==> config.mk <==
export PLATFORM = sky130hd
export DESIGN_NAME = mem_port_arbiter
export DESIGN_NICKNAME = d
export VERILOG_FILES = /design/src/rtl/mem_port_arbiter.sv
export SDC_FILE = /design/constraint.sdc
export NUM_CORES = 1
export LEC_CHECK = 0
export CAP_MARGIN = 0
export CORE_MARGIN = 10
export CORE_UTILIZATION = 49
export CTS_BUF_LIST = sky130_fd_sc_hd__clkbuf_2 sky130_fd_sc_hd__clkbuf_4 sky130_fd_sc_hd__clkbuf_8
export DETAILED_ROUTE_END_ITERATION = 10
export PLACE_DENSITY = 0.84
export SLEW_MARGIN = 20
export SYNTH_ARGS = -nofsm -noshare
export SYNTH_HDL_FRONTEND = slang
export SYNTH_SLANG_ARGS = --single-unit
export TNS_END_PERCENT = 100
==> constraint.sdc <==
create_clock -name clk -period 3.25 [get_ports clk]
set_clock_uncertainty 0.1 [all_clocks]
set_input_delay 0.4875 -clock clk [delete_from_list [all_inputs] [get_ports clk]]
set_output_delay 0.4875 -clock clk [all_outputs]
set_load 0.01 [all_outputs]
==> src/rtl/mem_port_arbiter.sv <==
// Two-requester arbiter in front of a single shared memory port.
// Round-robin grant, one outstanding access at a time, read timeout.
module mem_port_arbiter #(
    parameter int DATA_WIDTH = 8,
    parameter int ADDR_WIDTH = 4,
    parameter int TIMEOUT    = 15
) (
    input  logic                  clk,
    input  logic                  rst_n,

    input  logic                  req0_valid,
    input  logic                  req0_write,
    input  logic [ADDR_WIDTH-1:0] req0_addr,
    input  logic [DATA_WIDTH-1:0] req0_wdata,
    output logic                  req0_done,
    output logic [DATA_WIDTH-1:0] req0_rdata,
    output logic                  req0_err,

    input  logic                  req1_valid,
    input  logic                  req1_write,
    input  logic [ADDR_WIDTH-1:0] req1_addr,
    input  logic [DATA_WIDTH-1:0] req1_wdata,
    output logic                  req1_done,
    output logic [DATA_WIDTH-1:0] req1_rdata,
    output logic                  req1_err,

    output logic                  mem_write_en,
    output logic                  mem_read_en,
    output logic [ADDR_WIDTH-1:0] mem_addr,
    output logic [DATA_WIDTH-1:0] mem_data_in,
    input  logic [DATA_WIDTH-1:0] mem_data_out,
    input  logic                  mem_ready,

    output logic                  busy
);

    // Wide enough to hold TIMEOUT itself, so the counter can never wrap.
    localparam int CNT_WIDTH = $clog2(TIMEOUT + 1);
    localparam logic [CNT_WIDTH-1:0] CNT_LAST = CNT_WIDTH'(TIMEOUT - 1);

    typedef enum logic [1:0] {
        IDLE    = 2'd0,
        ISSUE   = 2'd1,
        WAIT_RD = 2'd2
    } state_t;

    state_t                state;
    state_t                state_next;

    logic                  lat_write;
    logic                  lat_id;
    logic [CNT_WIDTH-1:0]  cnt;
    logic                  last_grant;

    logic                  elig0;
    logic                  elig1;
    logic                  grant;
    logic                  grant_id;
    logic                  finish;
    logic                  finish_read;
    logic                  finish_err;
    logic                  cnt_clr;
    logic                  cnt_inc;

    // A requester whose done pulse is on the bus this cycle may not be re-granted.
    assign elig0 = req0_valid & ~req0_done;
    assign elig1 = req1_valid & ~req1_done;

    // Memory strobes and busy decode straight from state so reset clears them at once.
    assign mem_write_en = (state == ISSUE) &  lat_write;
    assign mem_read_en  = (state == ISSUE) & ~lat_write;
    assign busy         = (state != IDLE);

    // State register.
    always_ff @(posedge clk or negedge rst_n) begin
        if (!rst_n) begin
            state <= IDLE;
        end else begin
            // NOTE: non-blocking assignments in clocked blocks so every register
            // samples pre-edge values regardless of statement order.
            state <= state_next;
        end
    end

    // Next-state and per-cycle control decode.
    always_comb begin
        // NOTE: every output gets a default first; a path that skips an
        // assignment would otherwise infer a latch.
        state_next  = state;
        grant       = 1'b0;
        grant_id    = 1'b0;
        finish      = 1'b0;
        finish_read = 1'b0;
        finish_err  = 1'b0;
        cnt_clr     = 1'b0;
        cnt_inc     = 1'b0;

        unique case (state)
            IDLE: begin
                if (elig0 || elig1) begin
                    grant      = 1'b1;
                    grant_id   = (elig0 && elig1) ? ~last_grant : elig1;
                    state_next = ISSUE;
                end
            end
            ISSUE: begin
                if (lat_write) begin
                    finish     = 1'b1;
                    state_next = IDLE;
                end else begin
                    cnt_clr    = 1'b1;
                    state_next = WAIT_RD;
                end
            end
            WAIT_RD: begin
                if (mem_ready) begin
                    finish      = 1'b1;
                    finish_read = 1'b1;
                    state_next  = IDLE;
                end else begin
                    cnt_inc = 1'b1;
                    if (cnt == CNT_LAST) begin
                        finish     = 1'b1;
                        finish_err = 1'b1;
                        state_next = IDLE;
                    end
                end
            end
            default: state_next = IDLE;
        endcase
    end

    // Grant capture, round-robin pointer and timeout counter.
    always_ff @(posedge clk or negedge rst_n) begin
        if (!rst_n) begin
            lat_write   <= 1'b0;
            lat_id      <= 1'b0;
            mem_addr    <= '0;
            mem_data_in <= '0;
            last_grant  <= 1'b1;
            cnt         <= '0;
        end else begin
            if (grant) begin
                lat_id      <= grant_id;
                last_grant  <= grant_id;
                lat_write   <= grant_id ? req1_write : req0_write;
                mem_addr    <= grant_id ? req1_addr  : req0_addr;
                mem_data_in <= grant_id ? req1_wdata : req0_wdata;
            end
            if (cnt_clr) begin
                cnt <= '0;
            end else if (cnt_inc) begin
                cnt <= cnt + 1'b1;
            end
        end
    end

    // Completion pulses and per-requester response registers (held between pulses).
    always_ff @(posedge clk or negedge rst_n) begin
        if (!rst_n) begin
            req0_done  <= 1'b0;
            req1_done  <= 1'b0;
            req0_rdata <= '0;
            req1_rdata <= '0;
            req0_err   <= 1'b0;
            req1_err   <= 1'b0;
        end else begin
            req0_done <= finish & ~lat_id;
            req1_done <= finish &  lat_id;
            if (finish && !lat_id) begin
                req0_err <= finish_err;
                if (finish_read) begin
                    req0_rdata <= mem_data_out;
                end else if (finish_err) begin
                    req0_rdata <= '0;
                end
            end
            if (finish && lat_id) begin
                req1_err <= finish_err;
                if (finish_read) begin
                    req1_rdata <= mem_data_out;
                end else if (finish_err) begin
                    req1_rdata <= '0;
                end
            end
        end
    end

endmodule

# After elaboration in Yosys (flattened, before gate mapping)
# Cells that the tools add are included.
# word_totals
ff_bits,41
output_inout_bits,35
word_cells,71
# classes
add_sub_neg,1
n_eq_ne,5
mux,29
n_bitwise,11
n_reduce_logical,12
# ops
operator,n
8-bit two-way mux,3
1-bit two-way mux,17
4-bit two-way mux,3
2-bit two-way mux,4
1-bit bitwise AND,6
2-bit one-hot mux with 3 select lines,1
2-bit AND reduction,3
2-bit nonzero test,3
1-bit NOT,5
"4-bit by 1-bit adder with 4-bit output, second input constant",1
"4-bit equality test, second input constant",1
1-bit logical AND,3
"3-bit inequality test, second input constant",1
"2-bit by 1-bit equality test with 1-bit output, second input constant",1
"2-bit equality test, second input constant",1
2-bit logical NOT,1
"2-bit inequality test, second input constant",1
1-bit one-hot mux with 2 select lines,1
1-bit logical NOT,1
1-bit logical OR,1

# Logic depth before layout (Yosys ltp)
# Gate-level depths: netlist of run 1.
# logic_depth
depth_word,7
ltp_mapped,7
mapped_depth_nobuf,5

# Least setup slack after synthesis of run 1
# No wires, ideal clock.
# synth_timing
path_kind,register -> register
startpoint,register state[0]
endpoint,register state[1]
setup_time_ps,125
arrival_ps,1420
t_required_ps,3025
setup_slack_ps,1605
path_stages_with_launch,7
path_buffers,1
period_less_slack_ps,1645
path_cell_list,dfrtp_1 > inv_1 > ha_1 > buf_2 > and2b_1 > a32oi_1 > mux2_2
# synth_via
elab_chain_len,3
elab_cells_between_ends,7
# synth_lines
item,line_no,text
start: declaration,47,state_t state;
start signal: assignment,81,state <= state_next;
2-bit equality test or 2-bit logical NOT (tied branches),98,unique case (state)
3-bit inequality test (no source line) or 2-bit inequality test (tied branches),-,
2-bit AND reduction (no source line),-,
# Several ways; a longest one is shown, not always the timed one.
# A chain may end at the register's enable or synchronous reset.

# Worst setup path after layout of run 1
# layout_timing
startpoint,register state[1]
endpoint,output mem_read_en
# layout_via
elab_chain_len,2
# layout_lines
item,line_no,text
2-bit by 1-bit equality test with 1-bit output,71,assign mem_read_en = (state == ISSUE) & ~lat_write;
1-bit bitwise AND,71,
end: declaration,28,"output logic mem_read_en,"
# Every way passes these cells.

==> impl_metrics.prom, run 1 <==
# TYPE chip_impl_metric gauge
chip_impl_metric{name="ir_drop",unit="V"} 0.000677
chip_impl_metric{name="grt_start_max_net_pins",unit=""} 42
chip_impl_metric{name="ctsHoldBuffers",unit=""} 0
chip_impl_metric{name="antenna-diode-count",unit=""} 0
chip_impl_metric{name="routabilityCongestion",unit=""} 0.835
chip_impl_metric{name="antenna_left",unit=""} 0
chip_impl_metric{name="number_of_iterations_in_the_first_detailed_routing_pass",unit=""} 4
chip_impl_metric{name="worst_pin_slew",unit="ps"} 864
chip_impl_metric{name="total_power",unit="W"} 0.00246
chip_impl_metric{name="total_leakage_power",unit="nW"} 1.20
chip_impl_metric{name="pwr_density_cell",unit="mW/mm^2"} 875
chip_impl_metric{name="max-clock-path-buffers",unit=""} 2
chip_impl_metric{name="final_net_count",unit=""} 293
chip_impl_metric{name="relSlewSlack",unit="%"} 42.4
chip_impl_metric{name="clock_sinks",unit=""} 41
chip_impl_info{name="ys_top_cells_by_count",value="dfrtp_1, inv_1, a22o_1"} 1
chip_impl_metric{name="drive_above_1_share",unit="%"} 6.40
chip_impl_info{name="synth_top_family_by_area",value="compound AO/OA/AOI/OAI gates"} 1
chip_impl_metric{name="finalWorstPathRequiredPeriod",unit="ps"} 2540
chip_impl_metric{name="grt_pass1_wl",unit="microns"} 9000
chip_impl_metric{name="core_area",unit="sq mm"} 0.00394
chip_impl_metric{name="synth-compound-area-share",unit="%"} 23.4
chip_impl_metric{name="filler_cell_count",unit=""} 303
chip_impl_metric{name="ys_types",unit=""} 34
chip_impl_metric{name="fp.dieArea",unit="sq mm"} 0.00697
chip_impl_metric{name="finish.cell_count_without_fillers",unit=""} 300
chip_impl_metric{name="postSynthNetCount",unit=""} 225
chip_impl_info{name="end_kind",value="primary output"} 1
chip_impl_metric{name="die_h",unit="microns"} 83.5
chip_impl_metric{name="ios",unit=""} 74
chip_impl_metric{name="multiInputGateArea",unit="sq um"} 800
chip_impl_metric{name="floorplan.initialDensity",unit="%"} 50.1
chip_impl_metric{name="worst_ep_required_time",unit="ps"} 2660
chip_impl_metric{name="finalSetupViolCount",unit=""} 0
chip_impl_info{name="min-delay-path-class",value="in2async"} 1
chip_impl_metric{name="cts_setup_buffers",unit=""} 0
chip_impl_metric{name="synth_warnings",unit=""} 0
chip_impl_metric{name="area_growth_syn_to_layout",unit="%"} 42.4
chip_impl_metric{name="max_freq",unit="MHz"} 393
chip_impl_metric{name="grt_util_all_layers",unit="%"} 15.6
chip_impl_info{name="synth_largest_area_cell",value="dfrtp_1"} 1
chip_impl_info{name="most_used_standard_cell_by_instance_count_after_synthesis",value="dfrtp_1"} 1
chip_impl_metric{name="first_global_vias",unit=""} 1731
chip_impl_info{name="outcome",value="complete, no violations"} 1
chip_impl_metric{name="synth_simple_gate_area_share",unit="%"} 12.9
chip_impl_info{name="crit_start",value="state[1]"} 1
chip_impl_metric{name="average_size_of_a_mapped_cell",unit="sq um"} 10.9
chip_impl_metric{name="hpwlAfterDp",unit="microns"} 4030
chip_impl_info{name="synth_ff_type",value="dfrtp_1"} 1
chip_impl_metric{name="dieWidth",unit="microns"} 83.5
chip_impl_metric{name="max_cap_viol_count",unit=""} 0
chip_impl_metric{name="final_clock_period_utilization_by_the_worst_path",unit="%"} 78.3
chip_impl_metric{name="postLayoutSetupSlackWorst",unit="ps"} 705
chip_impl_metric{name="cts_inserted_buffers",unit=""} 5
chip_impl_metric{name="drv_slew",unit=""} 0
chip_impl_metric{name="detail_route.wirelength",unit="microns"} 5520
chip_impl_metric{name="clk_transition_reported_paths",unit="ps"} 80
chip_impl_info{name="setup_repair_after_global_routing_missed_its_margin",value="false"} 1
chip_impl_info{name="synth.area.top_cells",value="dfrtp_1, a22o_1, a2111oi_0"} 1
chip_impl_info{name="regToRegStartpoint",value="state[0]"} 1
chip_impl_metric{name="synth_enable_flop_cells",unit=""} 0
chip_impl_metric{name="critical_path.max_fanout",unit=""} 6
chip_impl_metric{name="antenna_found_initial",unit=""} 0
chip_impl_metric{name="synthXorXnorAreaFrac",unit="%"} 0.443
chip_impl_metric{name="hold_violations",unit=""} 0
chip_impl_metric{name="timing.critical_path.arrival",unit="ps"} 1960
chip_impl_metric{name="routed-via-count",unit=""} 1697
chip_impl_metric{name="detail_route.iter0.violations",unit=""} 83
chip_impl_info{name="cts_root_buffer",value="clkbuf_8"} 1
chip_impl_metric{name="synth_sequential_area_ratio",unit="%"} 52.0
chip_impl_metric{name="post_cts.resized_instances",unit=""} 0
chip_impl_info{name="tritoncts_clock_tree",value="yes"} 1
chip_impl_metric{name="holdWs",unit="ps"} 198
chip_impl_metric{name="numPlacedInstances",unit=""} 292
chip_impl_info{name="critPathLaunchType",value="flip-flop"} 1
chip_impl_metric{name="synth.area.mux_share",unit="%"} 0.570
chip_impl_metric{name="synth_area",unit="sq mm"} 0.00198
chip_impl_metric{name="detail_route.vias_per_cell",unit=""} 5.66
chip_impl_metric{name="post_synthesis_sequential_element_count",unit=""} 41
chip_impl_metric{name="pre_cts_ws",unit="ps"} 1040
chip_impl_metric{name="htree_levels",unit=""} 2
chip_impl_metric{name="placement.io_buffers",unit=""} 73
chip_impl_metric{name="synth_async_sr_flop_share",unit="%"} 100
chip_impl_metric{name="netlist.area_leader.share",unit="%"} 50.7
chip_impl_info{name="worst-setup-path-type",value="reg2out"} 1
chip_impl_metric{name="area.sequential",unit="sq mm"} 0.00103
chip_impl_metric{name="detail_route.wl_per_cell",unit="microns"} 18.4
chip_impl_metric{name="synth_fa_ha_area_share",unit="%"} 3.17
chip_impl_metric{name="r2r_depth",unit=""} 6
chip_impl_metric{name="globalRoute.totalOverflow",unit=""} 0
chip_impl_metric{name="setup_tns",unit="ps"} 0
chip_impl_metric{name="rows",unit=""} 23
chip_impl_metric{name="clk-insertion-delay-late",unit="ps"} 300
chip_impl_metric{name="drc_errors",unit=""} 0
chip_impl_metric{name="synth_instances",unit=""} 181
## path summary, 6_finish.rpt
path	end	slack [ps]
worst max-delay path	mem_read_en	710
min in group clk	req1_rdata[2]	400
max in group asynchronous	req0_done	2310
worst min register to register	req1_rdata[2]	400
worst min-delay path	mem_addr[1]	200
worst max register to register	mem_data_in[6]	1410
## cells by family (layout without fill, tap and decap cells)
group	Yosys count	count (layout)
buf+inv	32	101
mux	1	1
simple gates	40	40
compound gates	61	61
xor+xnor	1	1
fa+ha+maj	5	5
flops	41	41
## through the flow
stage / utilization [%] / cell area, sq um
6_report: 71.4 / 2810
3_5_place_dp: 68.3 / 2690
5_1_grt: 71.4 / 2810
2_1_floorplan: - / 1980
3_3_place_gp: 68.3 / 2690
4_1_cts: 71.4 / 2810
## power breakdown
group | leakage [nW] | internal [W] | total (W) | switching [W]
Combinational | 0.629 | 0.000597 | 0.00120 | 0.000600
Sequential | 0.514 | 0.000717 | 0.000834 | 0.000117
Clock | 0.0574 | 0.000250 | 0.000432 | 0.000182
## layer usage
layer	vias up	part of all wire, %	track usage, %	routed length, microns
met1	820	42	18.6	2340
met5	-	0	0	0
met3	8	5.4	5.76	298
met4	0	1.2	3.20	68
met2	44	51	26.3	2820
li1	825	-	-	-
## worst max-delay path: stages, from the launching register on
cell and delay [ps]:
dfrtp_1 400, inv_1 90, ha_1 180, nor2b_1 370, clkdlybuf4s50_1 620
## cells in the final DEF, fill, tap and decap left out, types with 2 or more instances in the layout
master           count
nor4_1              13
inv_1               19
or3_1                2
and4_1               2
ha_1                 5
a2111oi_0           13
nand2_1              4
a21oi_1              7
nand3_1              2
nand2b_1             4
clkbuf_8             6
nand4_1              2
o21ai_0              7
a211oi_1            13
clkdlybuf4s50_1     72
nor2_1               3
a22o_1              17
dfrtp_1             40
## layout make-up
cell class | instances | share of cell area, %
sequential | 41 | 36.5
multi-input combinational | 108 | 28.4
timing repair buffer | 74 | 26.1
clock buffer | 6 | 2.93
inverter | 19 | 2.53
tap | 50 | 2.22
clock inverter | 2 | 1.33
## sequential cells by signal, summed over array words and instances (netlist names)
register,cells
req1_done,1
lat_write,1
lat_id,1
mem_data_in,8
mem_addr,4
req0_rdata,8
state,2
req0_err,1
req0_done,1
req1_err,1
req1_rdata,8
cnt,4
last_grant,1
(Power assumes the default switching activity.)
==> run 2, diff against run 1 <==
- CORE_UTILIZATION: 49 -> 41
- PLACE_DENSITY: 0.84 -> 0.75
- clock period: 3.25 -> 2.3 ns (I/O delays scaled with it)
==> impl_metrics.prom, run 2 (synthesized netlist as in run 1, its figures left out) <==
# TYPE chip_impl_metric gauge
chip_impl_info{name="tritoncts_clock_tree",value="yes"} 1
chip_impl_metric{name="routed-via-count",unit=""} 1711
chip_impl_info{name="worst-setup-path-type",value="reg2out"} 1
chip_impl_metric{name="die_h",unit="microns"} 89.4
chip_impl_metric{name="detail_route.vias_per_cell",unit=""} 5.52
chip_impl_metric{name="grt_start_max_net_pins",unit=""} 19
chip_impl_metric{name="clock_sinks",unit=""} 41
chip_impl_metric{name="r2r_depth",unit=""} 6
chip_impl_metric{name="clk-insertion-delay-late",unit="ps"} 300
chip_impl_info{name="final_common_cell",value="clkdlybuf4s50_1"} 1
chip_impl_metric{name="pre_cts_ws",unit="ps"} 338
chip_impl_metric{name="finalSetupViolCount",unit=""} 0
chip_impl_metric{name="area_growth_syn_to_layout",unit="%"} 43.5
chip_impl_metric{name="hpwlAfterDp",unit="microns"} 4300
chip_impl_metric{name="timing.critical_path.arrival",unit="ps"} 1660
chip_impl_metric{name="critical_path.max_fanout",unit=""} 3
chip_impl_metric{name="first_global_vias",unit=""} 1797
chip_impl_metric{name="drive_above_1_share",unit="%"} 8.20
chip_impl_metric{name="htree_levels",unit=""} 2
chip_impl_metric{name="antenna_left",unit=""} 0
chip_impl_metric{name="number_of_iterations_in_the_first_detailed_routing_pass",unit=""} 4
chip_impl_metric{name="antenna_found_initial",unit=""} 0
chip_impl_metric{name="globalRoute.totalOverflow",unit=""} 0
chip_impl_info{name="min-delay-path-class",value="in2async"} 1
chip_impl_metric{name="slowest_delay",unit="ps"} 560
chip_impl_metric{name="worst_pin_slew",unit="ps"} 487
chip_impl_metric{name="grt_util_met3",unit="%"} 4.19
chip_impl_metric{name="fp.dieArea",unit="sq mm"} 0.00800
chip_impl_info{name="setup_repair_after_global_routing_missed_its_margin",value="false"} 1
chip_impl_info{name="gr-max-usage-layer",value="met2"} 1
chip_impl_metric{name="hold_violations",unit=""} 0
chip_impl_metric{name="finalCoreUtilization",unit="%"} 60.4
chip_impl_metric{name="path_buf_inv",unit=""} 2
chip_impl_metric{name="placement.io_buffers",unit=""} 73
chip_impl_metric{name="holdWs",unit="ps"} 324
chip_impl_metric{name="rows",unit=""} 25
chip_impl_metric{name="grt_util_all_layers",unit="%"} 15.0
chip_impl_metric{name="ios",unit=""} 74
chip_impl_info{name="critPathLaunchType",value="flip-flop"} 1
chip_impl_metric{name="routabilityCongestion",unit=""} 0.717
chip_impl_metric{name="worst_ep_required_time",unit="ps"} 1860
chip_impl_metric{name="total_leakage_power",unit="nW"} 1.23
chip_impl_info{name="most_frequent_cells_in_the_layout",value="clkdlybuf4s50_1, dfrtp_1, inv_1, a22o_1"} 1
chip_impl_metric{name="grt_pass1_wl",unit="microns"} 9220
chip_impl_metric{name="final_net_count",unit=""} 299
chip_impl_metric{name="final_clock_period_utilization_by_the_worst_path",unit="%"} 91.5
chip_impl_metric{name="core_area",unit="sq mm"} 0.00469
chip_impl_metric{name="cts_inserted_buffers",unit=""} 5
chip_impl_metric{name="drv_slew",unit=""} 0
chip_impl_metric{name="finalWorstPathRequiredPeriod",unit="ps"} 2110
chip_impl_metric{name="total_power",unit="W"} 0.00338
chip_impl_info{name="r2r-end",value="mem_data_in[2]"} 1
chip_impl_info{name="cts_root_buffer",value="clkbuf_8"} 1
chip_impl_metric{name="max-clock-path-buffers",unit=""} 2
chip_impl_metric{name="ir_drop",unit="V"} 0.000415
chip_impl_metric{name="clk_transition_reported_paths",unit="ps"} 80
chip_impl_info{name="end_kind",value="primary output"} 1
chip_impl_metric{name="pwr_density_cell",unit="mW/mm^2"} 1190
chip_impl_metric{name="setup_tns",unit="ps"} 0
chip_impl_metric{name="drc_errors",unit=""} 0
chip_impl_metric{name="max_freq",unit="MHz"} 475
chip_impl_metric{name="floorplan.initialDensity",unit="%"} 42.1
chip_impl_metric{name="postLayoutSetupSlackWorst",unit="ps"} 194
chip_impl_info{name="regToRegStartpoint",value="state[0]"} 1
chip_impl_metric{name="met1_track_demand_over_resource_in_global_routing",unit="%"} 18.0
chip_impl_metric{name="detail_route.wl_per_cell",unit="microns"} 18.4
chip_impl_metric{name="gr-usage-met2",unit="%"} 25.0
chip_impl_metric{name="worst_case_register_to_register_setup_slack",unit="ps"} 500
chip_impl_metric{name="dieWidth",unit="microns"} 89.4
chip_impl_metric{name="detail_route.wirelength",unit="microns"} 5700
chip_impl_info{name="cp_cell_sequence",value="inv_1 -> ha_1 -> and2_1 -> clkdlybuf4s50_1"} 1
chip_impl_metric{name="relSlewSlack",unit="%"} 66.7
chip_impl_info{name="critical_path.slowest_cell",value="clkdlybuf4s50_1"} 1
chip_impl_info{name="reg.largest.list",value="mem_data_in x8, req0_rdata x8, req1_rdata x8"} 1
chip_impl_info{name="crit_family",value="buffers and inverters"} 1
chip_impl_metric{name="max_cap_viol_count",unit=""} 0
chip_impl_metric{name="antenna-diode-count",unit=""} 0
chip_impl_metric{name="cts_setup_buffers",unit=""} 0
chip_impl_info{name="outcome",value="complete, no violations"} 1
chip_impl_metric{name="detail_route.iter0.violations",unit=""} 52
run 2: worst max path at each step:
stage,to,cells past startpoint,start
after CTS,mem_read_en,4,state[1]
after floorplan,state[1],6,state[0]
after global placement,state[1],4,mem_ready
final,mem_write_en,4,state[1]
after detailed placement,mem_data_in[1],4,req0_valid
after global routing,mem_write_en,4,state[1]
run 2: layout make-up:
| class | count | area (sq um) |
|---|---|---|
| Tap cell | 54 | 67.6 |
| Timing Repair Buffer | 80 | 783 |
| Inverter | 19 | 71.3 |
| Fill cell | 379 | 1860 |
| Multi-Input combinational cell | 108 | 800 |
| Clock inverter | 3 | 17.5 |
| Clock buffer | 5 | 68.8 |
| Sequential cell | 41 | 1030 |
run 2: what timing repair did:
action / 4_1_cts / 5_1_grt
endpoints found under the setup margin: 0 / 1
gates resized for setup: 0 / 1
endpoints found under the hold margin: 6 / 0
hold buffers: 1 / 0
run 2: layer usage:
metal | share of wire, % | wire, microns
met1 | 42 | 2380
met2 | 50 | 2870
met3 | 5.5 | 312
met4 | 2.5 | 144
met5 | 0 | 0
run 2: power by group:
| group | leakage (nW) | switching (W) | internal (W) |
|---|---|---|---|
| combinational | 0.674 | 0.000851 | 0.000874 |
| sequential | 0.514 | 0.000171 | 0.00101 |
| clock | 0.0439 | 0.000259 | 0.000209 |
| total | 1.23 | 0.00128 | 0.00210 |
run 2: metrics by stage:
step                      instance area [sq um]  cells
after floorplan                            1980    181
after global placement                     2740    301
after detailed placement                   2740    301
after CTS                                  2830    310
after global routing                       2840    310
final                                      2840    310
run 2: worst reg2reg max path, delay by kind of cell, from the launching register on:
kind	cells	cell delay [ps]
AO/OA/AOI/OAI	2	650
adder cells (fa/ha/maj)	1	210
buffers and inverters	3	370
flip-flops	1	380
==> run 3, diff against run 2 <==
- CORE_MARGIN: 10 -> unset
==> impl_metrics.prom, run 3 (synthesized netlist as in run 1, its figures left out) <==
# TYPE chip_impl_metric gauge
chip_impl_info{name="outcome",value="complete, no violations"} 1
chip_impl_info{name="min-delay-path-class",value="reg2reg"} 1
chip_impl_metric{name="routabilityCongestion",unit=""} 0.757
chip_impl_metric{name="worst_ep_required_time",unit="ps"} 1860
chip_impl_metric{name="ir_drop",unit="V"} 0.000627
chip_impl_metric{name="placement.io_buffers",unit=""} 73
chip_impl_metric{name="grt_start_max_net_pins",unit=""} 28
chip_impl_metric{name="grt_pass1_wl",unit="microns"} 8270
chip_impl_metric{name="first_global_vias",unit=""} 1667
chip_impl_info{name="tritoncts_clock_tree",value="yes"} 1
chip_impl_info{name="setup_repair_after_global_routing_missed_its_margin",value="false"} 1
chip_impl_metric{name="detail_route.wirelength",unit="microns"} 5060
chip_impl_metric{name="antenna_left",unit=""} 0
chip_impl_metric{name="drive_above_1_share",unit="%"} 7.11
chip_impl_metric{name="drc_errors",unit=""} 0
chip_impl_metric{name="ctsHoldBuffers",unit=""} 1
chip_impl_info{name="final_common_cell",value="clkdlybuf4s50_1"} 1
chip_impl_metric{name="max_cap_viol_count",unit=""} 0
chip_impl_metric{name="final_clock_period_utilization_by_the_worst_path",unit="%"} 93.4
chip_impl_metric{name="postLayoutSetupSlackWorst",unit="ps"} 151
chip_impl_metric{name="finalSetupViolCount",unit=""} 0
chip_impl_metric{name="detail_route.vias_per_cell",unit=""} 5.62
chip_impl_metric{name="filler_cell_count",unit=""} 381
chip_impl_metric{name="number_of_iterations_in_the_first_detailed_routing_pass",unit=""} 4
chip_impl_metric{name="timing.critical_path.arrival",unit="ps"} 1700
chip_impl_metric{name="relSlewSlack",unit="%"} 60.9
chip_impl_metric{name="clk_transition_reported_paths",unit="ps"} 90
chip_impl_metric{name="routed-via-count",unit=""} 1713
chip_impl_metric{name="max_freq",unit="MHz"} 465
chip_impl_metric{name="post_cts.resized_instances",unit=""} 0
chip_impl_metric{name="pwr_density_cell",unit="mW/mm^2"} 1220
chip_impl_metric{name="antenna_found_initial",unit=""} 0
chip_impl_metric{name="cts_setup_buffers",unit=""} 0
chip_impl_metric{name="total_leakage_power",unit="nW"} 1.21
chip_impl_metric{name="fp.dieArea",unit="sq mm"} 0.00510
chip_impl_info{name="most_frequent_cells_in_the_layout",value="clkdlybuf4s50_1, dfrtp_1, inv_1, a22o_1"} 1
chip_impl_metric{name="antenna-diode-count",unit=""} 0
chip_impl_metric{name="globalRoute.totalOverflow",unit=""} 0
chip_impl_info{name="end_kind",value="primary output"} 1
chip_impl_metric{name="htree_levels",unit=""} 2
chip_impl_metric{name="final_net_count",unit=""} 296
chip_impl_metric{name="worst_pin_slew",unit="ps"} 587
chip_impl_metric{name="critical_path.max_fanout",unit=""} 3
chip_impl_metric{name="hpwlAfterDp",unit="microns"} 3530
chip_impl_metric{name="setup_tns",unit="ps"} 0
chip_impl_metric{name="hold_violations",unit=""} 0
chip_impl_metric{name="rows",unit=""} 24
chip_impl_metric{name="ios",unit=""} 74
chip_impl_metric{name="core_area",unit="sq mm"} 0.00450
chip_impl_metric{name="dieWidth",unit="microns"} 71.4
chip_impl_info{name="critPathLaunchType",value="flip-flop"} 1
chip_impl_metric{name="pre_cts_ws",unit="ps"} 322
chip_impl_metric{name="cts_inserted_buffers",unit=""} 5
chip_impl_metric{name="max-clock-path-buffers",unit=""} 2
chip_impl_metric{name="area_growth_syn_to_layout",unit="%"} 43.6
chip_impl_metric{name="finalWorstPathRequiredPeriod",unit="ps"} 2150
chip_impl_metric{name="grt_util_all_layers",unit="%"} 21.0
chip_impl_metric{name="floorplan.initialDensity",unit="%"} 43.9
chip_impl_metric{name="clock_sinks",unit=""} 41
chip_impl_info{name="reg.largest.list",value="mem_data_in x8, req0_rdata x8, req1_rdata x8"} 1
chip_impl_metric{name="worst_case_register_to_register_setup_slack",unit="ps"} 470
chip_impl_metric{name="clk-insertion-delay-late",unit="ps"} 290
chip_impl_metric{name="drv_slew",unit=""} 0
chip_impl_metric{name="die_h",unit="microns"} 71.4
chip_impl_metric{name="detail_route.iter0.violations",unit=""} 107
chip_impl_info{name="cts_root_buffer",value="clkbuf_8"} 1
chip_impl_info{name="worst-setup-path-type",value="reg2out"} 1
chip_impl_metric{name="detail_route.wl_per_cell",unit="microns"} 16.6
-- run 3: cell count changes in the layout (fill, tap and decap cells not counted), sizes merged --
cell,change
buf,-3
bufinv,+1
clkdlybuf4s50,+1
clkinv,-1
dlymetal6s2s,-1
-- run 3: power by group --
part	leakage (nW)	switching (W)	internal [W]
Sequential	0.514	0.000171	0.00101
Clock	0.0543	0.000268	0.000325
Combinational	0.643	0.000831	0.000852
-- run 3: per-layer routing --
metal  up-vias  routed length (microns)  GRT usage (%)
li1        823                        -              -
met1       844                     2400           28.6
met2        39                     2390           33.5
met3         7                      168           3.66
met4         0                       93           8.22
met5         -                        0              0
-- run 3: worst paths after layout --
path,start,depth (start not counted),to
max reg2reg,state[0],6,mem_data_in[2]
min,req0_rdata[1],1,req0_rdata[1]
min reg2reg,req0_rdata[1],1,req0_rdata[1]
max,state[1],4,mem_read_en
min in group asynchronous,rst_n,2,mem_data_in[3]
max in group asynchronous,rst_n,3,last_grant
-- run 3: final cells by class --
cell class                 instances  area (sq um)  area share (%)
sequential                        41          1030            36.2
timing repair buffer              77           758            26.7
clock inverter                     3          46.3            1.63
multi-input combinational        108           800            28.2
inverter                          19          71.3            2.51
tap                               52          65.1            2.29
clock buffer                       5          68.8            2.43
-- run 3: stage by stage --
stage,instances,util [%],total power [W],instance area (sq um),hold slack (ps)
4_1_cts,305,63.0,0.00347,2840,407
5_1_grt,305,63.0,0.00369,2840,423
2_1_floorplan,181,-,0.00212,1980,-50.6
3_5_place_dp,296,60.2,0.00287,2710,222
6_report,305,63.0,0.00346,2840,402
3_3_place_gp,296,60.2,0.00284,2710,213
-- run 3: critical path, stage by stage (launching register included) --
cell	delay, ps
dfrtp_1	390
inv_1	80
ha_1	170
nor2b_1	210
clkdlybuf4s50_1	570
